===== src/rtl/t04_uart_rx_if.sv =====
`default_nettype none
// ============================================================================
// Module      : t04_uart_rx_if
// Description : Byte handshake between the UART receiver and its consumer.
// Revision    : 1.0 - initial release
// ============================================================================
interface t04_uart_rx_if;
    logic [7:0] rx_data;
    logic       rx_valid;
    logic       rx_ready;

    modport master (
        output rx_data,
        output rx_valid,
        input  rx_ready
    );

    modport slave (
        input  rx_data,
        input  rx_valid,
        output rx_ready
    );
endinterface
`default_nettype wire


===== src/rtl/t04_uart_rx.sv =====
`default_nettype none
// ============================================================================
// Module      : t04_uart_rx
// Description : 8N1 (8E1 with T04_UART_RX_PARITY_EN) serial receiver with
//               valid/ready byte output, framing/overrun/parity flags.
// Revision    : 1.0 - initial release
// ============================================================================
module t04_uart_rx #(
    parameter int unsigned CLKS_PER_BIT = 87
) (
    input  wire            clk,
    input  wire            nRst,
    input  wire            rx_in,
    t04_uart_rx_if.master  rxbus,
    output logic           framing_err,
    output logic           overrun_err,
    output logic           parity_err,
    output logic           busy
);

    // cnt reads 0 on the first cycle after leaving IDLE, so the start check
    // compares against HALF-1 to land on the cycle-HALF edge.
    localparam logic [15:0] C_HALF_M1 = 16'(CLKS_PER_BIT / 2 - 1);
    localparam logic [15:0] C_LAST    = 16'(CLKS_PER_BIT - 1);

    typedef enum logic [2:0] {
        S_IDLE   = 3'd0,
        S_START  = 3'd1,
        S_DATA   = 3'd2,
`ifdef T04_UART_RX_PARITY_EN
        S_PARITY = 3'd3,
`endif
        S_STOP   = 3'd4
    } state_t;

    state_t      r_state, w_state_nxt;
    logic        r_sync1, r_sync2;
    logic [15:0] r_cnt, w_cnt_nxt;
    logic [2:0]  r_idx, w_idx_nxt;
    logic [7:0]  r_shift, w_shift_nxt;
    logic [7:0]  r_data, w_data_nxt;
    logic        r_valid, w_valid_nxt;
    logic        r_ferr, w_ferr_nxt;
    logic        r_oerr, w_oerr_nxt;
`ifdef T04_UART_RX_PARITY_EN
    logic        r_perr, w_perr_nxt;
    logic        r_par_bad, w_par_bad_nxt;
`endif
    logic        w_rxs;

    assign w_rxs = r_sync2;

    always_ff @(posedge clk or negedge nRst) begin
        if (!nRst) begin
            r_sync1   <= 1'b1;
            r_sync2   <= 1'b1;
            r_state   <= S_IDLE;
            r_cnt     <= '0;
            r_idx     <= '0;
            r_shift   <= '0;
            r_data    <= 8'h00;
            r_valid   <= 1'b0;
            r_ferr    <= 1'b0;
            r_oerr    <= 1'b0;
`ifdef T04_UART_RX_PARITY_EN
            r_perr    <= 1'b0;
            r_par_bad <= 1'b0;
`endif
        end else begin
            r_sync1   <= rx_in;
            r_sync2   <= r_sync1;
            r_state   <= w_state_nxt;
            r_cnt     <= w_cnt_nxt;
            r_idx     <= w_idx_nxt;
            r_shift   <= w_shift_nxt;
            r_data    <= w_data_nxt;
            r_valid   <= w_valid_nxt;
            r_ferr    <= w_ferr_nxt;
            r_oerr    <= w_oerr_nxt;
`ifdef T04_UART_RX_PARITY_EN
            r_perr    <= w_perr_nxt;
            r_par_bad <= w_par_bad_nxt;
`endif
        end
    end

    always_comb begin
        w_state_nxt = r_state;
        w_cnt_nxt   = r_cnt + 16'd1;
        w_idx_nxt   = r_idx;
        w_shift_nxt = r_shift;
        w_data_nxt  = r_data;
        w_valid_nxt = r_valid && !rxbus.rx_ready;
        w_ferr_nxt  = 1'b0;
        w_oerr_nxt  = 1'b0;
`ifdef T04_UART_RX_PARITY_EN
        w_perr_nxt    = 1'b0;
        w_par_bad_nxt = r_par_bad;
`endif
        unique case (r_state)
            S_IDLE: begin
                w_cnt_nxt = '0;
                if (!w_rxs) begin
                    w_state_nxt = S_START;
                end
            end
            S_START: begin
                if (r_cnt == C_HALF_M1) begin
                    w_cnt_nxt   = '0;
                    w_idx_nxt   = '0;
                    w_state_nxt = w_rxs ? S_IDLE : S_DATA;
                end
            end
            S_DATA: begin
                if (r_cnt == C_LAST) begin
                    w_cnt_nxt   = '0;
                    w_shift_nxt = {w_rxs, r_shift[7:1]};
                    w_idx_nxt   = r_idx + 3'd1;
                    if (r_idx == 3'd7) begin
`ifdef T04_UART_RX_PARITY_EN
                        w_state_nxt = S_PARITY;
`else
                        w_state_nxt = S_STOP;
`endif
                    end
                end
            end
`ifdef T04_UART_RX_PARITY_EN
            S_PARITY: begin
                if (r_cnt == C_LAST) begin
                    w_cnt_nxt     = '0;
                    w_par_bad_nxt = (w_rxs != (^r_shift));
                    w_state_nxt   = S_STOP;
                end
            end
`endif
            S_STOP: begin
                // Leave at mid-stop-bit so a back-to-back start edge is seen.
                if (r_cnt == C_LAST) begin
                    w_cnt_nxt   = '0;
                    w_state_nxt = S_IDLE;
                    if (!w_rxs) begin
                        w_ferr_nxt = 1'b1;
`ifdef T04_UART_RX_PARITY_EN
                    end else if (r_par_bad) begin
                        w_perr_nxt = 1'b1;
`endif
                    end else if (!r_valid || rxbus.rx_ready) begin
                        w_data_nxt  = r_shift;
                        w_valid_nxt = 1'b1;
                    end else begin
                        w_oerr_nxt = 1'b1;
                    end
                end
            end
            default: begin
                w_cnt_nxt   = '0;
                w_state_nxt = S_IDLE;
            end
        endcase
    end

    assign rxbus.rx_data  = r_data;
    assign rxbus.rx_valid = r_valid;
    assign framing_err    = r_ferr;
    assign overrun_err    = r_oerr;
    assign busy           = (r_state != S_IDLE);
`ifdef T04_UART_RX_PARITY_EN
    assign parity_err     = r_perr;
`else
    assign parity_err     = 1'b0;
`endif

endmodule
`default_nettype wire

===== src/flat_wrapper.sv =====
// flat-port wrapper written by rule: the top's interface ports become plain ports
module t04_uart_rx_flat 
#(
    parameter int unsigned CLKS_PER_BIT = 87
)
  (clk, nRst, rx_in, framing_err, overrun_err, parity_err, busy, rxbus_rx_data, rxbus_rx_valid, rxbus_rx_ready);
  t04_uart_rx_if rxbus_i ();
  input  wire clk;
  input  wire nRst;
  input  wire rx_in;
  output logic framing_err;
  output logic overrun_err;
  output logic parity_err;
  output logic busy;
  output wire logic [$bits(rxbus_i.rx_data)-1:0] rxbus_rx_data;
  output wire logic [$bits(rxbus_i.rx_valid)-1:0] rxbus_rx_valid;
  input wire logic [$bits(rxbus_i.rx_ready)-1:0] rxbus_rx_ready;
  assign rxbus_rx_data = rxbus_i.rx_data;
  assign rxbus_rx_valid = rxbus_i.rx_valid;
  assign rxbus_i.rx_ready = rxbus_rx_ready;
  t04_uart_rx #(.CLKS_PER_BIT(CLKS_PER_BIT)) u_core (.clk(clk), .nRst(nRst), .rx_in(rx_in), .rxbus(rxbus_i), .framing_err(framing_err), .overrun_err(overrun_err), .parity_err(parity_err), .busy(busy));
endmodule

===== config.mk =====
export PLATFORM = sky130hd
export DESIGN_NAME = t04_uart_rx_flat
export DESIGN_NICKNAME = d
export VERILOG_FILES = /design/src/rtl/t04_uart_rx_if.sv /design/src/rtl/t04_uart_rx.sv /design/src/flat_wrapper.sv
export SDC_FILE = /design/constraint.sdc
export NUM_CORES = 1
export LEC_CHECK = 0
export CAP_MARGIN = 30
export CORE_ASPECT_RATIO = 0.7
export CORE_MARGIN = 2
export CORE_UTILIZATION = 40
export CTS_CLUSTER_DIAMETER = 40
export DETAILED_ROUTE_END_ITERATION = 12
export PLACE_DENSITY = 0.6
export SYNTH_ARGS = -nofsm -noshare
export SYNTH_HDL_FRONTEND = slang
export SYNTH_SLANG_ARGS = --single-unit

===== constraint.sdc =====
create_clock -name clk -period 1.72 [get_ports clk]
set_clock_uncertainty 0.05 [all_clocks]
set_input_delay 0.43 -clock clk [delete_from_list [all_inputs] [get_ports clk]]
set_output_delay 0.43 -clock clk [all_outputs]
set_load 0.02 [all_outputs]

==> Word-level counts from Yosys, hierarchy flattened <==
Cells that the tools add are included.
{ "totals": {"regBits": 43, "elab_cells": 59, "input_bits": 4} }
{ "classes": {"n_mux": 24, "add_sub_neg": 2, "eq_ne": 11, "reduce_logical": 12} }
{ "op_table": {"columns": ["cell", "n"], "rows": [
  ["$mux 16", 2],
  ["$pmux 16 s2", 1],
  ["$mux 3", 7],
  ["$add 16x1->16 const B", 1],
  ["$eq 16x6->1 const B", 1],
  ["$eq 16x7->1 const B", 1],
  ["$pmux 3 s4", 1],
  ["$mux 1", 11],
  ["$ne 2x1->1 const B", 4],
  ["$eq 3x3->1 const B", 2],
  ["$pmux 3 s2", 1],
  ["$reduce_and 5->1", 1],
  ["$reduce_and 4->1", 1],
  ["$add 3x1->3 const B", 1],
  ["$eq 3x1->1 const B", 1],
  ["$eq 3x2->1 const B", 1],
  ["$logic_not 3->1", 1],
  ["$reduce_and 3->1", 1],
  ["$reduce_bool 3->1", 1],
  ["$logic_not 1->1", 2],
  ["$mux 2", 1],
  ["$ne 2x2->1 const B", 1],
  ["$reduce_and 2->1", 1],
  ["$reduce_bool 2->1", 1],
  ["other kinds (3)", 3]
]} }

==> Longest topological paths before layout <==
{ "logic_depth": {"depth_word": 6, "depth_mapped": 7, "mapped_depth_nobuf": 6} }

==> Worst setup path before layout <==
OpenSTA, ideal clock, no wires.
{ "synth_path": {"path_type": "flip-flop to flip-flop", "start": "register u_core.r_cnt[0]", "end": "register u_core.r_data[0] (netlist: u_core.rxbus.rx_data[0])", "path_slack_ns": -0.181, "arrival_ns": 1.726, "n_path_buf": 1, "setup_time_ns": 0.125, "path_stages_with_launch": 8, "synth_period_minus_slack_ns": 1.901, "path_cell_list": "dfrtp_1 > inv_1 > ha_1 > and4bb_2 > nand4_4 > and4b_1 > buf_6 > mux2_4"} }
{ "synth_between": {"elab_chain_len": 2} }
{ "synth_rtl": {"columns": ["item", "line_no", "rtl"], "rows": [
  ["start: declaration", "t04_uart_rx.sv:38", "logic [15:0] r_cnt, w_cnt_nxt;"],
  ["start signal: assignment", "t04_uart_rx.sv:73", "r_cnt <= w_cnt_nxt;"],
  ["$eq 16x7->1", "t04_uart_rx.sv:139", "if (r_cnt == C_LAST) begin"],
  ["$reduce_and 4->1 (no line)", null, null],
  ["end signal: assignment", "t04_uart_rx.sv:76", "r_data <= w_data_nxt;"],
  ["end: declaration", "t04_uart_rx.sv:41", "logic [7:0] r_data, w_data_nxt;"]
]} }
No other way between the ends.
A chain may end at the register's enable or synchronous reset.

==> Worst setup path in the final report <==
{ "layout_path": {"start": "register u_core.r_cnt[0]", "end": "register u_core.r_data[6] (netlist: u_core.rxbus.rx_data[6])"} }
Same word-level chain as after synthesis.

==> metrics.csv <==
metric,value,unit
status,"complete, but fails checks",
violations,setup timing,
yosys_warnings,0,
ant_nets,0,
grt_max_degree,26,
multi_input_area,965,µm²
synth_top_area_cell,dfrtp_1,
synth_ff_type,dfrtp_1,
min_period,1930,ps
fmax,0.518,GHz
reg2regPathDepth,7,
met3_usage,3.14,%
r2r-start,u_core.r_cnt[0],
ys_seq_area_share,51.5,%
cts_sinks,43,
cts.path.max_buffers,2,
critical_path_peak_fanout,8,
vdd_drop_max,0.000420,V
cp-start-kind,register,
synth_edf_count,0,
die_h,64.6,µm
io_buffers,15,
dieArea,0.00584,mm²
power.leakage,1.31,nW
cts_root_buf,clkbuf_8,
final-setup-viol-count,31,
path_class,register to register,
antenna_cells,0,
grt_use_total,15.6,%
final_common_cell,dfrtp_1,
grtUsageMet2,24.3,%
endpoint,u_core.rxbus.rx_data[6],
vias_per_cell,4.88,
cts_tree,built,
ctsHoldBuffers,0,
final_util,51.8,%
synth_top_area_share,49.0,%
vias,1415,
synthesis.nets,181,
core_area,0.00515,mm²
r2r_slack,-210,ps
final_nets,225,
num_io_pins,17,
ctsHtreeMaxLevel,2,
hold_path.class,input pin to asynchronous set/reset pin,
netlist_top_cells_area,"dfrtp_1 (49%), mux2_4 (7.9%), nor2_1 (3.9%)",
timing.hold.ws,25.9,ps
rsz0062_at_grt,yes,
setup_slack,-209,ps
first_iter_violations,61,
final_cell_mix,"dfrtp_1 (41), buf_4 (25), nor2_1 (22)",
final.setup.tns,-2460,ps
synth_cells,173,
grt_pass1_vias,1426,
r2r_end,u_core.rxbus.rx_data[6],
busiest_layer,met2,
critPathRequiredTime,1860,ps
grt_overflow_total,0,
cts_made_buffers,5,
crit_start,u_core.r_cnt[0],
insertion_delay,290,ps
synth_area,0.00210,mm²
synth_cell_types,46,
gp_congestion,0.838,
antenna_found_initial,0,
fp-row-count,22,
powerDensity,781,mW/mm²
routed_wirelength,4.14,mm
synthArstFlopShare,100,%
grt_pass1_wl,7.13,mm
die_x,90.5,µm
firstDrtPassIters,4,
avgSynthCellArea,12.1,µm²
dp_hpwl,3.01,mm
start_util,40.7,%
endpoint_kind,register,
nFillCells,462,
slew_viol_final,0,
wl_per_cell,14.3,µm
cp.arrival,2060,ps
clk_pin_slew,90,ps
maxCapViolations,0,
final_layout_size_suffix_gt1_share,33.0,%
ys_ff_latch,43,
drc,0,
period_share,112,%
grtUsageMet1,22.1,%
hold_viol,0,
area_growth,27.1,%
regArea,0.00108,mm²
[layout make-up]
class                      count  share of cell area (%)
multi-input combinational    119                    36.2
clock buffer                   5                    2.58
inverter                       4                   0.564
sequential                    43                    40.5
tap                           72                    3.38
timing repair buffer          44                    15.0
clock inverter                 3                    1.74
[synthesized netlist by cell type, types with 2 or more instances]
cell      number
a21oi_1        4
and4_1         2
buf_2          2
buf_4          2
buf_6          2
dfrtp_1       41
dfstp_2        2
ha_1           4
inv_1          4
mux2_2         5
mux2_4        11
mux2i_1        2
nand2_1        6
nand2b_1       4
nand3_1        8
nand4_1        4
nor2_1        22
nor3_1         2
nor3b_1        2
nor4_4         2
o21ai_0        5
or3_1          2
xnor2_1        6
xor2_1         7
[worst max-delay path, cell delays in order (launching register included)]
cell	delay (ps)
dfrtp_1	390
inv_1	70
ha_2	180
and4bb_2	250
nand4_4	110
and4b_1	320
buf_12	150
mux2_4	300
[timing repair]
| action | CTS | global route |
|---|---|---|
| resized for setup | 15 | 4 |
| setup endpoints to repair | 49 | 39 |
| buffers inserted | 1 | 0 |
[sequential cells by signal, summed over array words and instances (netlist names)]
signal / count
u_core.rxbus.rx_data: 8
u_core.overrun_err: 1
u_core.r_sync2: 1
u_core.r_state: 3
u_core.r_cnt: 16
u_core.rxbus.rx_valid: 1
u_core.r_sync1: 1
u_core.framing_err: 1
u_core.r_idx: 3
u_core.r_shift: 8
[per-stage QoR]
stage | total power, mW | setup slack [ps] | cell area, µm² | std cells
after floorplan | 1.17 | -179 | 2110 | 173
after global placement | 1.27 | -147 | 2550 | 281
after detailed placement | 1.28 | -182 | 2550 | 281
after CTS | 2.09 | -219 | 2650 | 290
after global routing | 2.18 | -279 | 2660 | 290
final | 2.08 | -209 | 2660 | 290
[how the worst min path moves through the flow]
stage | startpoint | slack [ps] | end | depth (start not counted)
floorplan | nRst | 80 | u_core.framing_err | 0
global placement | u_core.r_sync1 | 300 | u_core.r_sync2 | 0
detailed placement | u_core.r_sync1 | 300 | u_core.r_sync2 | 0
CTS | nRst | 30 | u_core.r_cnt[6] | 1
global route | nRst | 40 | u_core.r_cnt[5] | 1
finish | nRst | 30 | u_core.r_cnt[1] | 1
[power breakdown]
part	total [mW]	leakage, nW	internal, mW	switching (mW)
Combinational	0.228	0.661	0.108	0.120
Clock	0.809	0.0548	0.438	0.371
Sequential	1.04	0.589	1.03	0.0137
[cell families after synthesis]
kind of cell    after synthesis  synth area share, %
simple gates                 71                 21.9
xor+xnor                     13                 5.43
buf+inv                      11                 3.16
fa+ha+maj                     4                 2.39
compound gates               12                 3.94
mux                          18                 11.5
flops                        43                 51.5
other cells                   1                0.179
[metal layers]
layer | up-vias | part of all wire [%]
li1 | 692 | -
met1 | 708 | 50
met2 | 12 | 48
met3 | 3 | 1.4
met4 | 0 | 0.34
met5 | - | 0
Power figures use the tool's default switching activity.
